==> src/rtl/ps2_rx_pkg.sv <==
// Shared types, register map and FIFO entry layout for the multi-channel PS/2 receiver.
package ps2_rx_pkg;

    typedef enum logic [1:0] {
        StIdle,
        StData,
        StParity,
        StStop
    } ps2_state_e;

    localparam logic [3:0] ADDR_DATA   = 4'h0;
    localparam logic [3:0] ADDR_STATUS = 4'h4;
    localparam logic [3:0] ADDR_CTRL   = 4'h8;

    localparam int unsigned ENTRY_VALID    = 31;
    localparam int unsigned ENTRY_CHAN_LSB = 16;
    localparam int unsigned ENTRY_ERR      = 8;

    localparam int unsigned STATUS_EMPTY      = 0;
    localparam int unsigned STATUS_FULL       = 1;
    localparam int unsigned STATUS_OVF        = 2;
    localparam int unsigned STATUS_COUNT_LSB  = 8;
    localparam int unsigned STATUS_ERRCNT_LSB = 16;

    localparam int unsigned CTRL_IRQ_EN = 31;

    function automatic logic [31:0] make_entry(input logic [7:0] chan, input logic err,
                                               input logic [7:0] data);
        logic [31:0] e;
        e                         = '0;
        e[ENTRY_VALID]            = 1'b1;
        e[ENTRY_CHAN_LSB +: 8]    = chan;
        e[ENTRY_ERR]              = err;
        e[7:0]                    = data;
        return e;
    endfunction

endpackage

==> src/rtl/ps2_rx_multi_if.sv <==
// Wishbone slave bus bundle between the Caravel bus master and the PS/2 receiver.
interface ps2_rx_multi_if;

    logic        wbs_stb_i;
    logic        wbs_cyc_i;
    logic        wbs_we_i;
    logic [31:0] wbs_adr_i;
    logic [31:0] wbs_dat_i;
    logic        wbs_ack_o;
    logic [31:0] wbs_dat_o;

    modport master (
        output wbs_stb_i, wbs_cyc_i, wbs_we_i, wbs_adr_i, wbs_dat_i,
        input  wbs_ack_o, wbs_dat_o
    );

    modport slave (
        input  wbs_stb_i, wbs_cyc_i, wbs_we_i, wbs_adr_i, wbs_dat_i,
        output wbs_ack_o, wbs_dat_o
    );

endinterface

==> src/rtl/ps2_rx_chan.sv <==
// One PS/2 receive channel: synchroniser, falling-edge detect, frame FSM, timeout, holding register.
// PS2_RX_PARITY_DROP_EN: errored frames are reported on err_frame_o instead of being held.
module ps2_rx_chan
    import ps2_rx_pkg::*;
#(
    parameter int unsigned TIMEOUT_CYCLES = 20000
) (
    input  logic       wb_clk_i,
    input  logic       wb_rst_i,
    input  logic       ps2_clk_i,
    input  logic       ps2_data_i,
    input  logic       en_i,
    input  logic       grant_i,
    output logic       hold_full_o,
    output logic [7:0] hold_byte_o,
    output logic       hold_err_o,
    output logic       ovf_o,
    output logic       err_frame_o
);

    localparam int unsigned TW = (TIMEOUT_CYCLES > 1) ? $clog2(TIMEOUT_CYCLES) : 1;
    localparam logic [TW-1:0] TimeoutLast = TW'(TIMEOUT_CYCLES - 1);

    logic [1:0]    clk_sync_q, clk_sync_d;
    logic [1:0]    data_sync_q, data_sync_d;
    logic          clk_prev_q, clk_prev_d;
    ps2_state_e    state_q, state_d;
    logic [2:0]    bit_cnt_q, bit_cnt_d;
    logic [7:0]    shift_q, shift_d;
    logic          parity_q, parity_d;
    logic [TW-1:0] tmo_q, tmo_d;
    logic          hold_full_q, hold_full_d;
    logic [7:0]    hold_byte_q, hold_byte_d;
    logic          hold_err_q, hold_err_d;

    logic fall, data_s, timeout, frame_done, frame_err, drop_err;

    assign data_s  = data_sync_q[1];
    assign fall    = clk_prev_q & ~clk_sync_q[1];
    assign timeout = (state_q != StIdle) && !fall && (tmo_q == TimeoutLast);

    always_ff @(posedge wb_clk_i) begin
        if (wb_rst_i) state_q <= StIdle;
        else          state_q <= state_d;
    end

    always_comb begin
        state_d = state_q;
        if (!en_i || timeout) begin
            state_d = StIdle;
        end else if (fall) begin
            unique case (state_q)
                StIdle:   if (!data_s) state_d = StData;
                StData:   if (bit_cnt_q == 3'd7) state_d = StParity;
                StParity: state_d = StStop;
                StStop:   state_d = StIdle;
                default:  state_d = StIdle;
            endcase
        end
    end

    always_comb begin
        frame_done = en_i && fall && (state_q == StStop);
        // Odd parity over data+parity, and the stop bit must be high.
        frame_err  = ~(^{shift_q, parity_q}) | ~data_s;
    end

    always_comb begin
        clk_sync_d  = {clk_sync_q[0], ps2_clk_i};
        data_sync_d = {data_sync_q[0], ps2_data_i};
        clk_prev_d  = clk_sync_q[1];
        shift_d     = shift_q;
        bit_cnt_d   = bit_cnt_q;
        parity_d    = parity_q;
        tmo_d       = (state_q == StIdle || fall) ? '0 : tmo_q + 1'b1;
        if (fall && en_i) begin
            case (state_q)
                StIdle:   bit_cnt_d = '0;
                StData: begin
                    shift_d   = {data_s, shift_q[7:1]};
                    bit_cnt_d = bit_cnt_q + 3'd1;
                end
                StParity: parity_d = data_s;
                default:  ;
            endcase
        end

        drop_err = 1'b0;
`ifdef PS2_RX_PARITY_DROP_EN
        drop_err = frame_err;
`endif
        hold_full_d = hold_full_q & ~grant_i;
        hold_byte_d = hold_byte_q;
        hold_err_d  = hold_err_q;
        ovf_o       = 1'b0;
        err_frame_o = frame_done & drop_err;
        if (frame_done && !drop_err) begin
            if (hold_full_q) begin
                ovf_o = 1'b1;
            end else begin
                hold_full_d = 1'b1;
                hold_byte_d = shift_q;
                hold_err_d  = frame_err;
            end
        end
    end

    always_ff @(posedge wb_clk_i) begin
        if (wb_rst_i) begin
            clk_sync_q  <= 2'b11;
            data_sync_q <= 2'b11;
            clk_prev_q  <= 1'b1;
            bit_cnt_q   <= '0;
            shift_q     <= '0;
            parity_q    <= 1'b0;
            tmo_q       <= '0;
            hold_full_q <= 1'b0;
            hold_byte_q <= '0;
            hold_err_q  <= 1'b0;
        end else begin
            clk_sync_q  <= clk_sync_d;
            data_sync_q <= data_sync_d;
            clk_prev_q  <= clk_prev_d;
            bit_cnt_q   <= bit_cnt_d;
            shift_q     <= shift_d;
            parity_q    <= parity_d;
            tmo_q       <= tmo_d;
            hold_full_q <= hold_full_d;
            hold_byte_q <= hold_byte_d;
            hold_err_q  <= hold_err_d;
        end
    end

    assign hold_full_o = hold_full_q;
    assign hold_byte_o = hold_byte_q;
    assign hold_err_o  = hold_err_q;

endmodule

==> src/rtl/ps2_rx_multi.sv <==
// Multi-channel PS/2 receiver top: arbiter, shared FIFO, wishbone register file and irq.
// PS2_RX_PARITY_DROP_EN: drop errored frames and count them in STATUS[23:16].
module ps2_rx_multi
    import ps2_rx_pkg::*;
#(
    parameter int unsigned CHANNELS       = 2,
    parameter int unsigned FIFO_DEPTH     = 8,
    parameter int unsigned TIMEOUT_CYCLES = 20000
) (
    input  logic                wb_clk_i,
    input  logic                wb_rst_i,
    input  logic [CHANNELS-1:0] ps2_clk_i,
    input  logic [CHANNELS-1:0] ps2_data_i,
    ps2_rx_multi_if.slave       wb,
    output logic                irq_o
);

    localparam int unsigned PW = $clog2(FIFO_DEPTH);
    localparam int unsigned CW = PW + 1;

    logic [CHANNELS-1:0] hold_full, hold_err, grant, chan_ovf, chan_err_frame;
    logic [7:0]          hold_byte [CHANNELS];
    logic [CHANNELS-1:0] en_q, en_d;

    for (genvar g = 0; g < CHANNELS; g++) begin : g_chan
        ps2_rx_chan #(
            .TIMEOUT_CYCLES(TIMEOUT_CYCLES)
        ) u_chan (
            .wb_clk_i   (wb_clk_i),
            .wb_rst_i   (wb_rst_i),
            .ps2_clk_i  (ps2_clk_i[g]),
            .ps2_data_i (ps2_data_i[g]),
            .en_i       (en_q[g]),
            .grant_i    (grant[g]),
            .hold_full_o(hold_full[g]),
            .hold_byte_o(hold_byte[g]),
            .hold_err_o (hold_err[g]),
            .ovf_o      (chan_ovf[g]),
            .err_frame_o(chan_err_frame[g])
        );
    end

    logic [31:0]   fifo_mem_q [FIFO_DEPTH];
    logic [PW-1:0] wr_ptr_q, wr_ptr_d, rd_ptr_q, rd_ptr_d;
    logic [CW-1:0] count_q, count_d;
    logic          ovf_q, ovf_d, irq_en_q, irq_en_d, irq_q, irq_d, ack_q, ack_d;
    logic [7:0]    err_cnt_q, err_cnt_d;
    logic [31:0]   dat_q, dat_d, push_entry, rdata;
    logic          push_valid, push_ok, pop, empty, full, access, rd_acc, wr_acc, ovf_clr;
    logic [3:0]    reg_off;

    // Lowest-index full holding register wins; it is released even if the FIFO drops it.
    always_comb begin
        grant      = '0;
        push_valid = 1'b0;
        push_entry = '0;
        for (int unsigned i = 0; i < CHANNELS; i++) begin
            if (hold_full[i] && !push_valid) begin
                grant[i]   = 1'b1;
                push_valid = 1'b1;
                push_entry = make_entry(8'(i), hold_err[i], hold_byte[i]);
            end
        end
    end

    assign empty   = (count_q == '0);
    assign full    = (count_q == CW'(FIFO_DEPTH));
    assign access  = wb.wbs_stb_i & wb.wbs_cyc_i & ~ack_q;
    assign rd_acc  = access & ~wb.wbs_we_i;
    assign wr_acc  = access & wb.wbs_we_i;
    assign reg_off = {wb.wbs_adr_i[3:2], 2'b00};
    assign pop     = rd_acc && (reg_off == ADDR_DATA) && !empty;
    assign push_ok = push_valid && !full;
    assign ovf_clr = wr_acc && (reg_off == ADDR_STATUS) && wb.wbs_dat_i[STATUS_OVF];

    always_comb begin
        rdata = '0;
        case (reg_off)
            ADDR_DATA:   if (!empty) rdata = fifo_mem_q[rd_ptr_q];
            ADDR_STATUS: begin
                rdata[STATUS_EMPTY]               = empty;
                rdata[STATUS_FULL]                = full;
                rdata[STATUS_OVF]                 = ovf_q;
                rdata[STATUS_COUNT_LSB +: 8]      = 8'(count_q);
                rdata[STATUS_ERRCNT_LSB +: 8]     = err_cnt_q;
            end
            ADDR_CTRL: begin
                rdata[CHANNELS-1:0] = en_q;
                rdata[CTRL_IRQ_EN]  = irq_en_q;
            end
            default: rdata = '0;
        endcase
    end

    always_comb begin
        wr_ptr_d = push_ok ? wr_ptr_q + 1'b1 : wr_ptr_q;
        rd_ptr_d = pop ? rd_ptr_q + 1'b1 : rd_ptr_q;
        count_d  = count_q + CW'(push_ok) - CW'(pop);
        ack_d    = access;
        dat_d    = rd_acc ? rdata : '0;
        irq_d    = irq_en_q & ~empty;

        ovf_d = ovf_q;
        if (ovf_clr) ovf_d = 1'b0;
        if ((|chan_ovf) || (push_valid && full)) ovf_d = 1'b1;

        en_d     = en_q;
        irq_en_d = irq_en_q;
        if (wr_acc && (reg_off == ADDR_CTRL)) begin
            en_d     = wb.wbs_dat_i[CHANNELS-1:0];
            irq_en_d = wb.wbs_dat_i[CTRL_IRQ_EN];
        end

`ifdef PS2_RX_PARITY_DROP_EN
        err_cnt_d = ovf_clr ? 8'h00 : err_cnt_q;
        for (int unsigned i = 0; i < CHANNELS; i++) begin
            if (chan_err_frame[i] && (err_cnt_d != 8'hFF)) err_cnt_d = err_cnt_d + 8'd1;
        end
`else
        err_cnt_d = '0;
`endif
    end

    always_ff @(posedge wb_clk_i) begin
        if (push_ok) fifo_mem_q[wr_ptr_q] <= push_entry;
    end

    always_ff @(posedge wb_clk_i) begin
        if (wb_rst_i) begin
            wr_ptr_q  <= '0;
            rd_ptr_q  <= '0;
            count_q   <= '0;
            ovf_q     <= 1'b0;
            err_cnt_q <= '0;
            en_q      <= '1;
            irq_en_q  <= 1'b0;
            irq_q     <= 1'b0;
            ack_q     <= 1'b0;
            dat_q     <= '0;
        end else begin
            wr_ptr_q  <= wr_ptr_d;
            rd_ptr_q  <= rd_ptr_d;
            count_q   <= count_d;
            ovf_q     <= ovf_d;
            err_cnt_q <= err_cnt_d;
            en_q      <= en_d;
            irq_en_q  <= irq_en_d;
            irq_q     <= irq_d;
            ack_q     <= ack_d;
            dat_q     <= dat_d;
        end
    end

    assign wb.wbs_ack_o = ack_q;
    assign wb.wbs_dat_o = dat_q;
    assign irq_o        = irq_q;

    logic unused_bits;
    assign unused_bits = ^{wb.wbs_adr_i, wb.wbs_dat_i, chan_err_frame};

endmodule

==> src/flat_wrapper.sv <==
// flat-port wrapper written by rule: the top's interface ports become plain ports
module ps2_rx_multi_flat import ps2_rx_pkg::*;
#(
    parameter int unsigned CHANNELS       = 2,
    parameter int unsigned FIFO_DEPTH     = 8,
    parameter int unsigned TIMEOUT_CYCLES = 20000
)
  (wb_clk_i, wb_rst_i, ps2_clk_i, ps2_data_i, irq_o, wb_wbs_stb_i, wb_wbs_cyc_i, wb_wbs_we_i, wb_wbs_adr_i, wb_wbs_dat_i, wb_wbs_ack_o, wb_wbs_dat_o);
  ps2_rx_multi_if wb_i ();
  input  logic wb_clk_i;
  input  logic wb_rst_i;
  input  logic [CHANNELS-1:0] ps2_clk_i;
  input  logic [CHANNELS-1:0] ps2_data_i;
  output logic irq_o;
  input wire logic [$bits(wb_i.wbs_stb_i)-1:0] wb_wbs_stb_i;
  input wire logic [$bits(wb_i.wbs_cyc_i)-1:0] wb_wbs_cyc_i;
  input wire logic [$bits(wb_i.wbs_we_i)-1:0] wb_wbs_we_i;
  input wire logic [$bits(wb_i.wbs_adr_i)-1:0] wb_wbs_adr_i;
  input wire logic [$bits(wb_i.wbs_dat_i)-1:0] wb_wbs_dat_i;
  output wire logic [$bits(wb_i.wbs_ack_o)-1:0] wb_wbs_ack_o;
  output wire logic [$bits(wb_i.wbs_dat_o)-1:0] wb_wbs_dat_o;
  assign wb_i.wbs_stb_i = wb_wbs_stb_i;
  assign wb_i.wbs_cyc_i = wb_wbs_cyc_i;
  assign wb_i.wbs_we_i = wb_wbs_we_i;
  assign wb_i.wbs_adr_i = wb_wbs_adr_i;
  assign wb_i.wbs_dat_i = wb_wbs_dat_i;
  assign wb_wbs_ack_o = wb_i.wbs_ack_o;
  assign wb_wbs_dat_o = wb_i.wbs_dat_o;
  ps2_rx_multi #(.CHANNELS(CHANNELS), .FIFO_DEPTH(FIFO_DEPTH), .TIMEOUT_CYCLES(TIMEOUT_CYCLES)) u_core (.wb_clk_i(wb_clk_i), .wb_rst_i(wb_rst_i), .ps2_clk_i(ps2_clk_i), .ps2_data_i(ps2_data_i), .wb(wb_i), .irq_o(irq_o));
endmodule
==> config.mk <==
export PLATFORM = sky130hd
export DESIGN_NAME = ps2_rx_multi_flat
export DESIGN_NICKNAME = d
export VERILOG_FILES = /design/src/rtl/ps2_rx_pkg.sv /design/src/rtl/ps2_rx_multi_if.sv /design/src/rtl/ps2_rx_chan.sv /design/src/rtl/ps2_rx_multi.sv /design/src/flat_wrapper.sv
export SDC_FILE = /design/constraint.sdc
export NUM_CORES = 1
export LEC_CHECK = 0
export ABC_AREA = 1
export CAP_MARGIN = 10
export CORE_UTILIZATION = 35
export CTS_BUF_LIST = sky130_fd_sc_hd__clkbuf_16
export DETAILED_ROUTE_END_ITERATION = 6
export HOLD_SLACK_MARGIN = 0.12
export PLACE_DENSITY_LB_ADDON = 0.12
export SLEW_MARGIN = 20
export SYNTH_ARGS = -nofsm -noshare
export SYNTH_HDL_FRONTEND = slang
export SYNTH_HIERARCHICAL = 1
export SYNTH_SLANG_ARGS = --single-unit
==> constraint.sdc <==
create_clock -name wb_clk_i -period 2.9 [get_ports wb_clk_i]
set_clock_uncertainty 0.2 [all_clocks]
set_input_delay 0.58 -clock wb_clk_i [delete_from_list [all_inputs] [get_ports wb_clk_i]]
set_output_delay 0.58 -clock wb_clk_i [all_outputs]
set_load 0.01 [all_outputs]
==> impl_metrics.json <==
{
  "path_class": "primary input to flop",
  "setup_tns_ns": 0,
  "relSlewSlack_pct": 50.24,
  "cp.arrival_ns": 2.50,
  "placed_area_sq_mm": 0.009753,
  "tightest_slew_ns": 0.7454,
  "netlist_area_sq_mm": 0.009143,
  "remaining_drc_errors": 0,
  "post-place-ws_ns": 0.07128,
  "hp-class": "flop to flop",
  "areaGrowthSynthToFinish_pct": 14.12,
  "finalNetCount": 1152,
  "track_usage_pct": 14.78,
  "cp-start-kind": "primary input",
  "power.leakage_uw": 0.004071,
  "p_per_area_mw_per_mm2": 559.2,
  "drt-initial-drc-count": 360,
  "final_cell_mix": "nand2_1, dfxtp_1, inv_1, nor2_1, edfxtp_1",
  "worstSkewPairLatency_ns": 0.51,
  "hold_path_startpoint": "u_core/g_chan[0].u_chan/clk_sync_q[0]$_SDFF_PP1_",
  "hpwl_mm": 12.66,
  "post-cts-setup-buffers": 0,
  "ys_warn_count": 6,
  "cts_buffer_depth": 3,
  "rr_worst_depth": 12,
  "finalCriticalPeriod_ns": 2.289,
  "drive_gt1_share_pct": 10.72,
  "final_common_cell": "nand2_1",
  "nFillCells": 2562,
  "htree_levels": 1,
  "numPortBuffers": 30,
  "cts-root-buf": "clkbuf_16",
  "rr_startpoint": "u_core/g_chan[1].u_chan/hold_full_o$_SDFF_PP0_",
  "postLayoutSetupSlackWorst_ns": 0.6109,
  "critPathMostFrequentCell": "nand2_1",
  "maxSlewViolCount": 0,
  "worst_path_largest_cell_delay_ns": 0.45,
  "maxCapViolCount": 0,
  "start_util_pct": 36.00,
  "syn_avg_cell_area_sq_um": 9.070,
  "hold_buffers": 0,
  "r2r-end": "u_core/count_q[3]$_SDFF_PP0_",
  "antenna_cells": 0,
  "rsz0062_at_grt": "no",
  "finish.instance_area_sq_mm": 0.01043,
  "setup_viol": 0,
  "rows": 58,
  "viasPerCell": 4.599,
  "wl_per_cell_um": 13.71,
  "drt_first_pass_iters": 4,
  "vias": 6452,
  "clk_pin_slew_worst_paths_ns": 0.06,
  "die_height_um": 163.6,
  "grt_max_degree": 45,
  "die_w_um": 163.6,
  "fp.dieArea_sq_mm": 0.02677,
  "antenna_left": 0,
  "tritoncts": "built",
  "fmax_mhz": 436.9,
  "fin_crit_sh_pct": 78.93,
  "grt-ovfl-total": 0,
  "cts_resized": 0,
  "hold_violations": 0,
  "peakVddDrop_mv": 0.3990,
  "cts_sinks": 209,
  "ff_latch_area_sq_mm": 0.005065,
  "whs_path_depth": 1,
  "whs_endpoint": "u_core/g_chan[0].u_chan/clk_sync_q[1]$_SDFF_PP1_",
  "ioPinCount": 107,
  "worstPathRequired_ns": 3.11,
  "grt_pass1_vias": 6046,
  "path_max_fanout": 6,
  "cp-end-kind": "flop",
  "worstPathCellList": "clkdlybuf4s50_1, nand2_1, nor2_2, nand2_1, clkinv_1, nand2_4, nor2_4, inv_1, ha_1, nand2_1, nor2_1, a211oi_1, nand2_1, nand2_1, nor2_1",
  "coreArea_sq_mm": 0.02540,
  "crit_slowest_cell": "clkdlybuf4s50_1",
  "wl_mm": 19.24,
  "post-route-util_pct": 41.08,
  "outcome": "complete, no violations",
  "antenna_found_initial": 0,
  "gp_congestion": 0.7420,
  "multi_input_area_sq_mm": 0.003313,
  "grt_pass1_wl_mm": 31.26,
  "r2r_slack_ns": 0.63,
  "cts_buffers": 23,
  "total_power_uw": 5834,
  "syn_inst": 1008
}
worst max-delay path, delay by kind of cell:
family	cells	cell delay (ns)
adders and majority gates	1	0.26
AOI/OAI and AO/OA	1	0.25
buffers and inverters	3	0.59
and+or+nand+nor	10	0.81
flip-flops by register name (all words and copies together) (netlist names), 2 cells and up, named ones only:
name,count
u_core/en_q,2
u_core/g_chan.u_chan/hold_full_o,2
u_core/g_chan.u_chan/tmo_q,30
u_core/g_chan.u_chan/data_sync_q,4
u_core/wr_ptr_q,3
u_core/g_chan.u_chan/bit_cnt_q,6
u_core/g_chan.u_chan/parity_q,2
u_core/wb.wbs_dat_o,14
u_core/g_chan.u_chan/hold_err_o,2
u_core/rd_ptr_q,3
u_core/fifo_mem_q,88
u_core/g_chan.u_chan/shift_q,16
u_core/count_q,4
u_core/g_chan.u_chan/hold_byte_o,16
u_core/g_chan.u_chan/state_q,4
u_core/g_chan.u_chan/clk_prev_q,2
u_core/g_chan.u_chan/clk_sync_q,4
where the power goes:
group	switching [uW]	internal, uW	total, uW	leakage (uW)
Clock	1160	1520	2680	0.000357
Sequential	4.60	3050	3050	0.00194
Combinational	62.8	38.9	102	0.00178
routing by layer:
layer	routed length [um]	up-vias	share of wire, %	track usage [%]
li1	-	3386	-	-
met1	9069	2966	47	19.72
met2	9213	74	48	25.04
met3	620	26	3.2	2.184
met4	338	0	1.8	3.493
met5	0	-	0	0
layout make-up:
type	count	share of cell area, %
Tap cell	330	3.957
Inverter	129	4.761
Timing Repair Buffer	52	4.461
Clock buffer	23	5.516
Sequential cell	209	48.54
Multi-Input combinational cell	642	31.75
Clock inverter	18	1.007
worst max path at each step:
stage	from	to	slack, ns	cells past startpoint
floorplan	wb_wbs_stb_i	u_core/count_q[2]$_SDFF_PP0_	0.67	13
global placement	wb_wbs_stb_i	u_core/count_q[2]$_SDFF_PP0_	0.11	14
detailed placement	wb_wbs_stb_i	u_core/count_q[3]$_SDFF_PP0_	0.07	15
CTS	u_core/g_chan[1].u_chan/hold_full_o$_SDFF_PP0_	u_core/count_q[3]$_SDFF_PP0_	0.59	12
global route	u_core/count_q[2]$_SDFF_PP0_	u_core/count_q[3]$_SDFF_PP0_	0.44	14
finish	wb_wbs_stb_i	u_core/count_q[3]$_SDFF_PP0_	0.61	15
stage by stage:
stage / hold slack (ns) / cells
2_1_floorplan: 0.1895 / 1025
3_3_place_gp: 0.1912 / 1362
3_5_place_dp: 0.1940 / 1362
4_1_cts: 0.2081 / 1403
5_1_grt: 0.2226 / 1403
6_report: 0.2072 / 1403
No activity file was read; power rests on OpenSTA's default activity.
